--- config.mk ---
export PLATFORM = sky130hd
export DESIGN_NAME = mips_multicycle_ctrl_flat
export DESIGN_NICKNAME = d
export VERILOG_FILES = /design/src/rtl/mips_multicycle_ctrl_if.sv /design/src/rtl/mips_multicycle_ctrl.sv /design/src/flat_wrapper.sv
export SDC_FILE = /design/constraint.sdc
export NUM_CORES = 1
export LEC_CHECK = 0
export CAP_MARGIN = 40
export CORE_UTILIZATION = 56
export CTS_CLUSTER_DIAMETER = 50
export DETAILED_ROUTE_END_ITERATION = 10
export DONT_BUFFER_PORTS = 1
export PLACE_DENSITY = 0.68
export SLEW_MARGIN = 30
export SYNTH_ARGS = -nofsm -noshare
export SYNTH_HDL_FRONTEND = slang
export SYNTH_SLANG_ARGS = --single-unit
--- constraint.sdc ---
create_clock -name clk -period 3.9 [get_ports clk]
set_clock_uncertainty 0.05 [all_clocks]
set_input_delay 1.17 -clock clk [delete_from_list [all_inputs] [get_ports clk]]
set_output_delay 1.17 -clock clk [all_outputs]
set_load 0.02 [all_outputs]
--- src/rtl/mips_multicycle_ctrl_if.sv ---
// Bundle between the multicycle MIPS control FSM and its datapath.
//   master : the controller; reads op/funct/zero/mem_ready, drives every select,
//            enable and status output.
//   slave  : the datapath side; drives the decode/status inputs, reads the controls.
// Signals:
//   op[5:0], funct[5:0]  instruction fields from the instruction register
//   zero                 ALU zero flag
//   mem_ready            memory completes the current access this cycle
//   pcen, iord, memwrite, irwrite, regwrite, regdst, memtoreg, alusrca
//   alusrcb[1:0], pcsrc[1:0], alucontrol[2:0]   datapath controls
//   halted, err_code[1:0], state_dbg[3:0]       status / debug
interface mips_multicycle_ctrl_if;
    logic [5:0] op;
    logic [5:0] funct;
    logic       zero;
    logic       mem_ready;
    logic       pcen;
    logic       iord;
    logic       memwrite;
    logic       irwrite;
    logic       regwrite;
    logic       regdst;
    logic       memtoreg;
    logic       alusrca;
    logic [1:0] alusrcb;
    logic [1:0] pcsrc;
    logic [2:0] alucontrol;
    logic       halted;
    logic [1:0] err_code;
    logic [3:0] state_dbg;

    modport master (
        input  op, funct, zero, mem_ready,
        output pcen, iord, memwrite, irwrite, regwrite, regdst, memtoreg, alusrca,
               alusrcb, pcsrc, alucontrol, halted, err_code, state_dbg
    );

    modport slave (
        output op, funct, zero, mem_ready,
        input  pcen, iord, memwrite, irwrite, regwrite, regdst, memtoreg, alusrca,
               alusrcb, pcsrc, alucontrol, halted, err_code, state_dbg
    );
endinterface

--- src/rtl/mips_multicycle_ctrl.sv ---
// Multicycle control FSM for the 32-bit MIPS datapath. Sequences fetch, decode,
// execute, memory and writeback so one ALU and one memory port are shared across
// an instruction. Stalls on mem_ready and traps illegal opcodes/functs and memory
// timeouts into a sticky HALT state that only reset leaves.
// Ports:
//   clk    clock
//   reset  synchronous, active-high reset
//   bus    mips_multicycle_ctrl_if.master (decode inputs, datapath controls, status)
// Parameter:
//   MAX_WAIT  cycles a memory access may wait for mem_ready before trapping; 0 = forever
module mips_multicycle_ctrl #(
    parameter int MAX_WAIT = 16
) (
    input  logic                          clk,
    input  logic                          reset,
    mips_multicycle_ctrl_if.master        bus
);
    localparam int CW = (MAX_WAIT < 2) ? 1 : $clog2(MAX_WAIT + 1);

    localparam logic [5:0] OP_R    = 6'b000000;
    localparam logic [5:0] OP_LW   = 6'b100011;
    localparam logic [5:0] OP_SW   = 6'b101011;
    localparam logic [5:0] OP_BEQ  = 6'b000100;
    localparam logic [5:0] OP_ADDI = 6'b001000;
    localparam logic [5:0] OP_J    = 6'b000010;

    localparam logic [1:0] ERR_NONE    = 2'b00;
    localparam logic [1:0] ERR_ILLEGAL = 2'b01;
    localparam logic [1:0] ERR_TIMEOUT = 2'b10;

    typedef enum logic [3:0] {
        FETCH  = 4'd0,  DECODE = 4'd1,  MEMADR = 4'd2,  MEMRD  = 4'd3,
        MEMWB  = 4'd4,  MEMWR  = 4'd5,  EXEC   = 4'd6,  ALUWB  = 4'd7,
        BRANCH = 4'd8,  ADDIEX = 4'd9,  ADDIWB = 4'd10, JUMP   = 4'd11,
        HALT   = 4'd12
    } state_t;

    state_t          state_q, state_d;
    logic [1:0]      err_q, err_d;
    logic [CW-1:0]   wait_q, wait_d;
    logic            timeout;
    logic            pcwrite, branch, irwrite_c, memwrite_c, regwrite_c;
    logic            iord_c, regdst_c, memtoreg_c, alusrca_c, halted_c;
    logic [1:0]      alusrcb_c, pcsrc_c;
    logic [2:0]      alucontrol_c;

    function automatic logic funct_legal(input logic [5:0] f);
        return (f == 6'b100000) || (f == 6'b100010) || (f == 6'b100100) ||
               (f == 6'b100101) || (f == 6'b101010);
    endfunction

    function automatic logic [2:0] funct_alu(input logic [5:0] f);
        case (f)
            6'b100010: return 3'b110;
            6'b100100: return 3'b000;
            6'b100101: return 3'b001;
            6'b101010: return 3'b111;
            default:   return 3'b010;
        endcase
    endfunction

    // The access traps in the cycle the count would reach MAX_WAIT; a mem_ready
    // in that same cycle is checked first and wins.
    assign timeout = (MAX_WAIT != 0) && ((int'(wait_q) + 1) >= MAX_WAIT);

    always_ff @(posedge clk) begin
        if (reset) begin
            state_q <= FETCH;
            err_q   <= ERR_NONE;
            wait_q  <= '0;
        end else begin
            state_q <= state_d;
            err_q   <= err_d;
            wait_q  <= wait_d;
        end
    end

    always_comb begin
        state_d      = state_q;
        err_d        = err_q;
        pcwrite      = 1'b0;
        branch       = 1'b0;
        irwrite_c    = 1'b0;
        memwrite_c   = 1'b0;
        regwrite_c   = 1'b0;
        iord_c       = 1'b0;
        regdst_c     = 1'b0;
        memtoreg_c   = 1'b0;
        alusrca_c    = 1'b0;
        alusrcb_c    = 2'b00;
        pcsrc_c      = 2'b00;
        alucontrol_c = 3'b000;
        halted_c     = 1'b0;
        case (state_q)
            FETCH: begin
                alusrcb_c    = 2'b01;
                alucontrol_c = 3'b010;
                if (bus.mem_ready) begin
                    irwrite_c = 1'b1;
                    pcwrite   = 1'b1;
                    state_d   = DECODE;
                end else if (timeout) begin
                    state_d = HALT;
                    err_d   = ERR_TIMEOUT;
                end
            end
            DECODE: begin
                // Branch target is computed here while the IR decodes.
                alusrcb_c    = 2'b11;
                alucontrol_c = 3'b010;
                case (bus.op)
                    OP_LW, OP_SW: state_d = MEMADR;
                    OP_BEQ:       state_d = BRANCH;
                    OP_ADDI:      state_d = ADDIEX;
                    OP_J:         state_d = JUMP;
                    OP_R: begin
                        if (funct_legal(bus.funct)) begin
                            state_d = EXEC;
                        end else begin
                            state_d = HALT;
                            err_d   = ERR_ILLEGAL;
                        end
                    end
                    default: begin
                        state_d = HALT;
                        err_d   = ERR_ILLEGAL;
                    end
                endcase
            end
            MEMADR: begin
                alusrca_c    = 1'b1;
                alusrcb_c    = 2'b10;
                alucontrol_c = 3'b010;
                state_d      = (bus.op == OP_LW) ? MEMRD : MEMWR;
            end
            MEMRD: begin
                iord_c = 1'b1;
                if (bus.mem_ready) begin
                    state_d = MEMWB;
                end else if (timeout) begin
                    state_d = HALT;
                    err_d   = ERR_TIMEOUT;
                end
            end
            MEMWB: begin
                memtoreg_c = 1'b1;
                regwrite_c = 1'b1;
                state_d    = FETCH;
            end
            MEMWR: begin
                iord_c     = 1'b1;
                memwrite_c = 1'b1;
                if (bus.mem_ready) begin
                    state_d = FETCH;
                end else if (timeout) begin
                    state_d = HALT;
                    err_d   = ERR_TIMEOUT;
                end
            end
            EXEC: begin
                alusrca_c    = 1'b1;
                alucontrol_c = funct_alu(bus.funct);
                state_d      = ALUWB;
            end
            ALUWB: begin
                regdst_c   = 1'b1;
                regwrite_c = 1'b1;
                state_d    = FETCH;
            end
            BRANCH: begin
                alusrca_c    = 1'b1;
                alucontrol_c = 3'b110;
                pcsrc_c      = 2'b01;
                branch       = 1'b1;
                state_d      = FETCH;
            end
            ADDIEX: begin
                alusrca_c    = 1'b1;
                alusrcb_c    = 2'b10;
                alucontrol_c = 3'b010;
                state_d      = ADDIWB;
            end
            ADDIWB: begin
                regwrite_c = 1'b1;
                state_d    = FETCH;
            end
            JUMP: begin
                pcsrc_c = 2'b10;
                pcwrite = 1'b1;
                state_d = FETCH;
            end
            HALT: begin
                halted_c = 1'b1;
            end
            default: begin
                state_d = HALT;
                err_d   = ERR_ILLEGAL;
            end
        endcase
    end

    // Wait counter restarts on every state change, so each fetch/read/write
    // access gets its own budget.
    always_comb begin
        wait_d = wait_q;
        if (state_d != state_q) begin
            wait_d = '0;
        end else if (((state_q == FETCH) || (state_q == MEMRD) || (state_q == MEMWR)) &&
                     !bus.mem_ready) begin
            wait_d = wait_q + 1'b1;
        end
    end

    // Strobes are gated by reset so nothing is written while reset is held,
    // whatever state the FSM happens to be in.
    assign bus.pcen       = ~reset & (pcwrite | (branch & bus.zero));
    assign bus.irwrite    = ~reset & irwrite_c;
    assign bus.memwrite   = ~reset & memwrite_c;
    assign bus.regwrite   = ~reset & regwrite_c;
    assign bus.iord       = iord_c;
    assign bus.regdst     = regdst_c;
    assign bus.memtoreg   = memtoreg_c;
    assign bus.alusrca    = alusrca_c;
    assign bus.alusrcb    = alusrcb_c;
    assign bus.pcsrc      = pcsrc_c;
    assign bus.alucontrol = alucontrol_c;
    assign bus.halted     = halted_c;
    assign bus.err_code   = err_q;
    assign bus.state_dbg  = state_q;
endmodule
--- src/flat_wrapper.sv ---
// flat-port wrapper written by rule: the top's interface ports become plain ports
module mips_multicycle_ctrl_flat 
#(
    parameter int MAX_WAIT = 16
)
  (clk, reset, bus_op, bus_funct, bus_zero, bus_mem_ready, bus_pcen, bus_iord, bus_memwrite, bus_irwrite, bus_regwrite, bus_regdst, bus_memtoreg, bus_alusrca, bus_alusrcb, bus_pcsrc, bus_alucontrol, bus_halted, bus_err_code, bus_state_dbg);
  mips_multicycle_ctrl_if bus_i ();
  input  logic clk;
  input  logic reset;
  input wire logic [$bits(bus_i.op)-1:0] bus_op;
  input wire logic [$bits(bus_i.funct)-1:0] bus_funct;
  input wire logic [$bits(bus_i.zero)-1:0] bus_zero;
  input wire logic [$bits(bus_i.mem_ready)-1:0] bus_mem_ready;
  output wire logic [$bits(bus_i.pcen)-1:0] bus_pcen;
  output wire logic [$bits(bus_i.iord)-1:0] bus_iord;
  output wire logic [$bits(bus_i.memwrite)-1:0] bus_memwrite;
  output wire logic [$bits(bus_i.irwrite)-1:0] bus_irwrite;
  output wire logic [$bits(bus_i.regwrite)-1:0] bus_regwrite;
  output wire logic [$bits(bus_i.regdst)-1:0] bus_regdst;
  output wire logic [$bits(bus_i.memtoreg)-1:0] bus_memtoreg;
  output wire logic [$bits(bus_i.alusrca)-1:0] bus_alusrca;
  output wire logic [$bits(bus_i.alusrcb)-1:0] bus_alusrcb;
  output wire logic [$bits(bus_i.pcsrc)-1:0] bus_pcsrc;
  output wire logic [$bits(bus_i.alucontrol)-1:0] bus_alucontrol;
  output wire logic [$bits(bus_i.halted)-1:0] bus_halted;
  output wire logic [$bits(bus_i.err_code)-1:0] bus_err_code;
  output wire logic [$bits(bus_i.state_dbg)-1:0] bus_state_dbg;
  assign bus_i.op = bus_op;
  assign bus_i.funct = bus_funct;
  assign bus_i.zero = bus_zero;
  assign bus_i.mem_ready = bus_mem_ready;
  assign bus_pcen = bus_i.pcen;
  assign bus_iord = bus_i.iord;
  assign bus_memwrite = bus_i.memwrite;
  assign bus_irwrite = bus_i.irwrite;
  assign bus_regwrite = bus_i.regwrite;
  assign bus_regdst = bus_i.regdst;
  assign bus_memtoreg = bus_i.memtoreg;
  assign bus_alusrca = bus_i.alusrca;
  assign bus_alusrcb = bus_i.alusrcb;
  assign bus_pcsrc = bus_i.pcsrc;
  assign bus_alucontrol = bus_i.alucontrol;
  assign bus_halted = bus_i.halted;
  assign bus_err_code = bus_i.err_code;
  assign bus_state_dbg = bus_i.state_dbg;
  mips_multicycle_ctrl #(.MAX_WAIT(MAX_WAIT)) u_core (.clk(clk), .reset(reset), .bus(bus_i));
endmodule
==> impl_metrics.json <==
{
  "status": "completed",
  "rsz0062_at_grt": "no",
  "rrSetupSlack_ns": 1.68,
  "synth.cell_area_um2": 1150,
  "pre_cts_ws_ns": 0.818,
  "cap_viol_max_count": 0,
  "fp-row-count": 16,
  "fmax_ghz": 0.326,
  "slew_headroom_pct": 55.6,
  "syn_inst": 162,
  "min_to": "u_core.wait_q[4]",
  "final_nets": 177,
  "finalSetupTns_ns": 0,
  "die-area_um2": 2250,
  "hold_depth": 2,
  "cp.required_ns": 2.68,
  "synth-xor-area-share_pct": 4.55,
  "synth_area_per_cell_um2": 7.13,
  "synth_edf_count": 0,
  "postCtsHoldBufs": 0,
  "synth_compound_area_share_pct": 24.7,
  "die_w_um": 47.4,
  "finalWeightedCongestion": 0.842,
  "setup_viol": 0,
  "ys_seq_area_share_pct": 19.1,
  "cts_tree": "done",
  "synth_top_family_by_area": "simple AND/OR/NAND/NOR gates",
  "crit-reg2reg-capture": "u_core.bus.err_code[0]",
  "worstMarginPinSlew_ns": 0.658,
  "dominantRegCellSynth": "dfxtp_1",
  "dr.pass1.iters": 4,
  "async_reset_ff_share_pct": 0,
  "final_core_util_pct": 59.2,
  "die_h_um": 47.4,
  "crit_path_end_kind": "output port",
  "track_usage_pct": 26.1,
  "final_max_slew_viol_count": 0,
  "drt_iter0_markers": 53,
  "cts.sinks": 11,
  "syn2layout_area_growth_pct": -0.434,
  "grt_pass1_vias": 963,
  "viasPerCell": 6.39,
  "drc": 0,
  "final_cell_mix": "nor2_1 (32), nand2_1 (15), dfxtp_1 (11)",
  "final_layout_size_suffix_gt1_share_pct": 9.43,
  "vias": 1189,
  "grt_overflow_total": 0,
  "min_from": "u_core.wait_q[4]",
  "synth.net_count": 179,
  "wl_per_cell_um": 15.2,
  "p_leak_nw": 0.415,
  "root_buffer": "clkbuf_4",
  "cts_buffers": 3,
  "reg2regPathDepth": 7,
  "start_util_pct": 59.5,
  "hold_slack_ns": 0.428,
  "arrival_ns": 1.85,
  "diodes": 0,
  "peakVddDrop_v": 0.000182,
  "dp_hpwl_um": 2140,
  "cts_setup_buffers": 0,
  "cts_resized": 0,
  "crit_path_max_fanout": 1,
  "antenna_found_initial": 0,
  "grt_pass1_wl_um": 4160,
  "cp_slowest_stage_delay_ns": 0.49,
  "cp-start-kind": "input port",
  "io_pins": 38,
  "clk_pin_slew_worst_paths_ns": 0.07,
  "io_buffers": 0,
  "clk-insertion-delay-late_ns": 0.26,
  "wl_um": 2820,
  "crit_path_top_delay_cell": "nor3_1",
  "ant_nets": 0,
  "r2r_start": "u_core.wait_q[0]",
  "hold_violations": 0,
  "finalCritPeriodShare_pct": 78.7,
  "path_cells": "mux2i_1 -> nor2_1 -> a31oi_1 -> nor3_1",
  "coreArea_um2": 1940,
  "ys_warn_count": 0,
  "synth_fa_ha_area_share_pct": 1.08,
  "clock_path_buffers": 2,
  "min_period_ns": 3.07,
  "crit_type": "in -> out",
  "synth.area.mux_share_pct": 2.60,
  "power_density_nw_per_um2": 340,
  "layout_commonest_cell": "nor2_1",
  "hp-class": "reg -> reg",
  "worst_slack_ns": 0.832,
  "synth.distinct_cells": 51,
  "cts_max_level": 1,
  "synthSimpleGateAreaFrac_pct": 38.5,
  "grt_max_degree": 23,
  "synth_seq_cells": 11
}
-- sequential cells by signal (all words and copies together) (netlist names) --
signal                flops
u_core.wait_q             5
u_core.bus.state_dbg      4
u_core.bus.err_code       2
-- worst max-delay path by stage --
| stage | cells past startpoint | end | startpoint |
|---|---|---|---|
| 2_1_floorplan | 5 | bus_pcen | bus_mem_ready |
| 3_3_place_gp | 4 | bus_pcen | bus_zero |
| 3_5_place_dp | 4 | bus_pcen | bus_zero |
| 4_1_cts | 4 | bus_pcen | bus_zero |
| 5_1_grt | 4 | bus_regwrite | u_core.bus.state_dbg[1] |
| 6_report | 4 | bus_pcen | bus_zero |
-- critical path: cells and delay by family --
| family | cells | cell delay, ns |
|---|---|---|
| simple gates | 2 | 0.58 |
| compound gates | 1 | 0.04 |
| mux | 1 | 0.05 |
-- cell type report --
cell class                      count  area (µm²)
Multi-Input combinational cell    136         825
Fill cell                         204         792
Sequential cell                    11         220
Tap cell                           27        33.8
Timing Repair Buffer                4        30.0
Clock buffer                        4        26.3
Inverter                            4        15.0
-- per-stage QoR --
step                      power [mW]  instance area (µm²)  instances
after floorplan                0.302                 1150        162
after CTS                      0.391                 1150        186
after global routing           0.417                 1150        186
after global placement         0.309                 1120        182
after detailed placement       0.313                 1120        182
final                          0.391                 1150        186
-- logic make-up (layout without fill, tap and decap cells) --
group | count (synthesis) | after routing
compound gates | 40 | 40
fa+ha+maj | 1 | 1
xor+xnor | 6 | 6
simple gates | 86 | 86
mux | 3 | 3
flops | 11 | 11
buf+inv | 15 | 12
-- where the power goes --
group / switching, mW / internal [mW] / total, mW
sequential: 0.0106 / 0.121 / 0.131
clock: 0.0394 / 0.0395 / 0.0790
combinational: 0.120 / 0.0607 / 0.181
total: 0.170 / 0.221 / 0.391
-- per-layer routing --
layer  up-vias  GRT usage (%)  share of wire [%]
met5         -              0                  0
met4         0           3.43                  0
met3         0           5.28                6.2
met2        44           41.9                 49
met1       556           37.2                 45
li1        589              -                  -
-- synth_stat cells (2+ instances only) --
cell type	count	area share, %
o22ai_1	2	1.1
nand3_1	6	2.6
o21ai_0	6	2.6
mux2i_1	3	2.6
nand4_1	3	1.6
a21oi_1	7	3.0
nor3_1	6	2.6
nor2b_1	3	1.6
inv_1	4	1.3
a31oi_1	8	4.3
nand2_1	15	4.9
xnor2_1	3	2.3
clkbuf_8	3	3.6
nor2_1	32	10
xor2_1	3	2.3
nand2b_1	3	1.6
clkbuf_1	4	1.3
dfxtp_1	11	19
or3_1	3	1.6
nor3b_1	3	2.0
buf_6	3	2.9
nor4b_1	2	1.5
No activity file was read; power rests on OpenSTA's default activity.
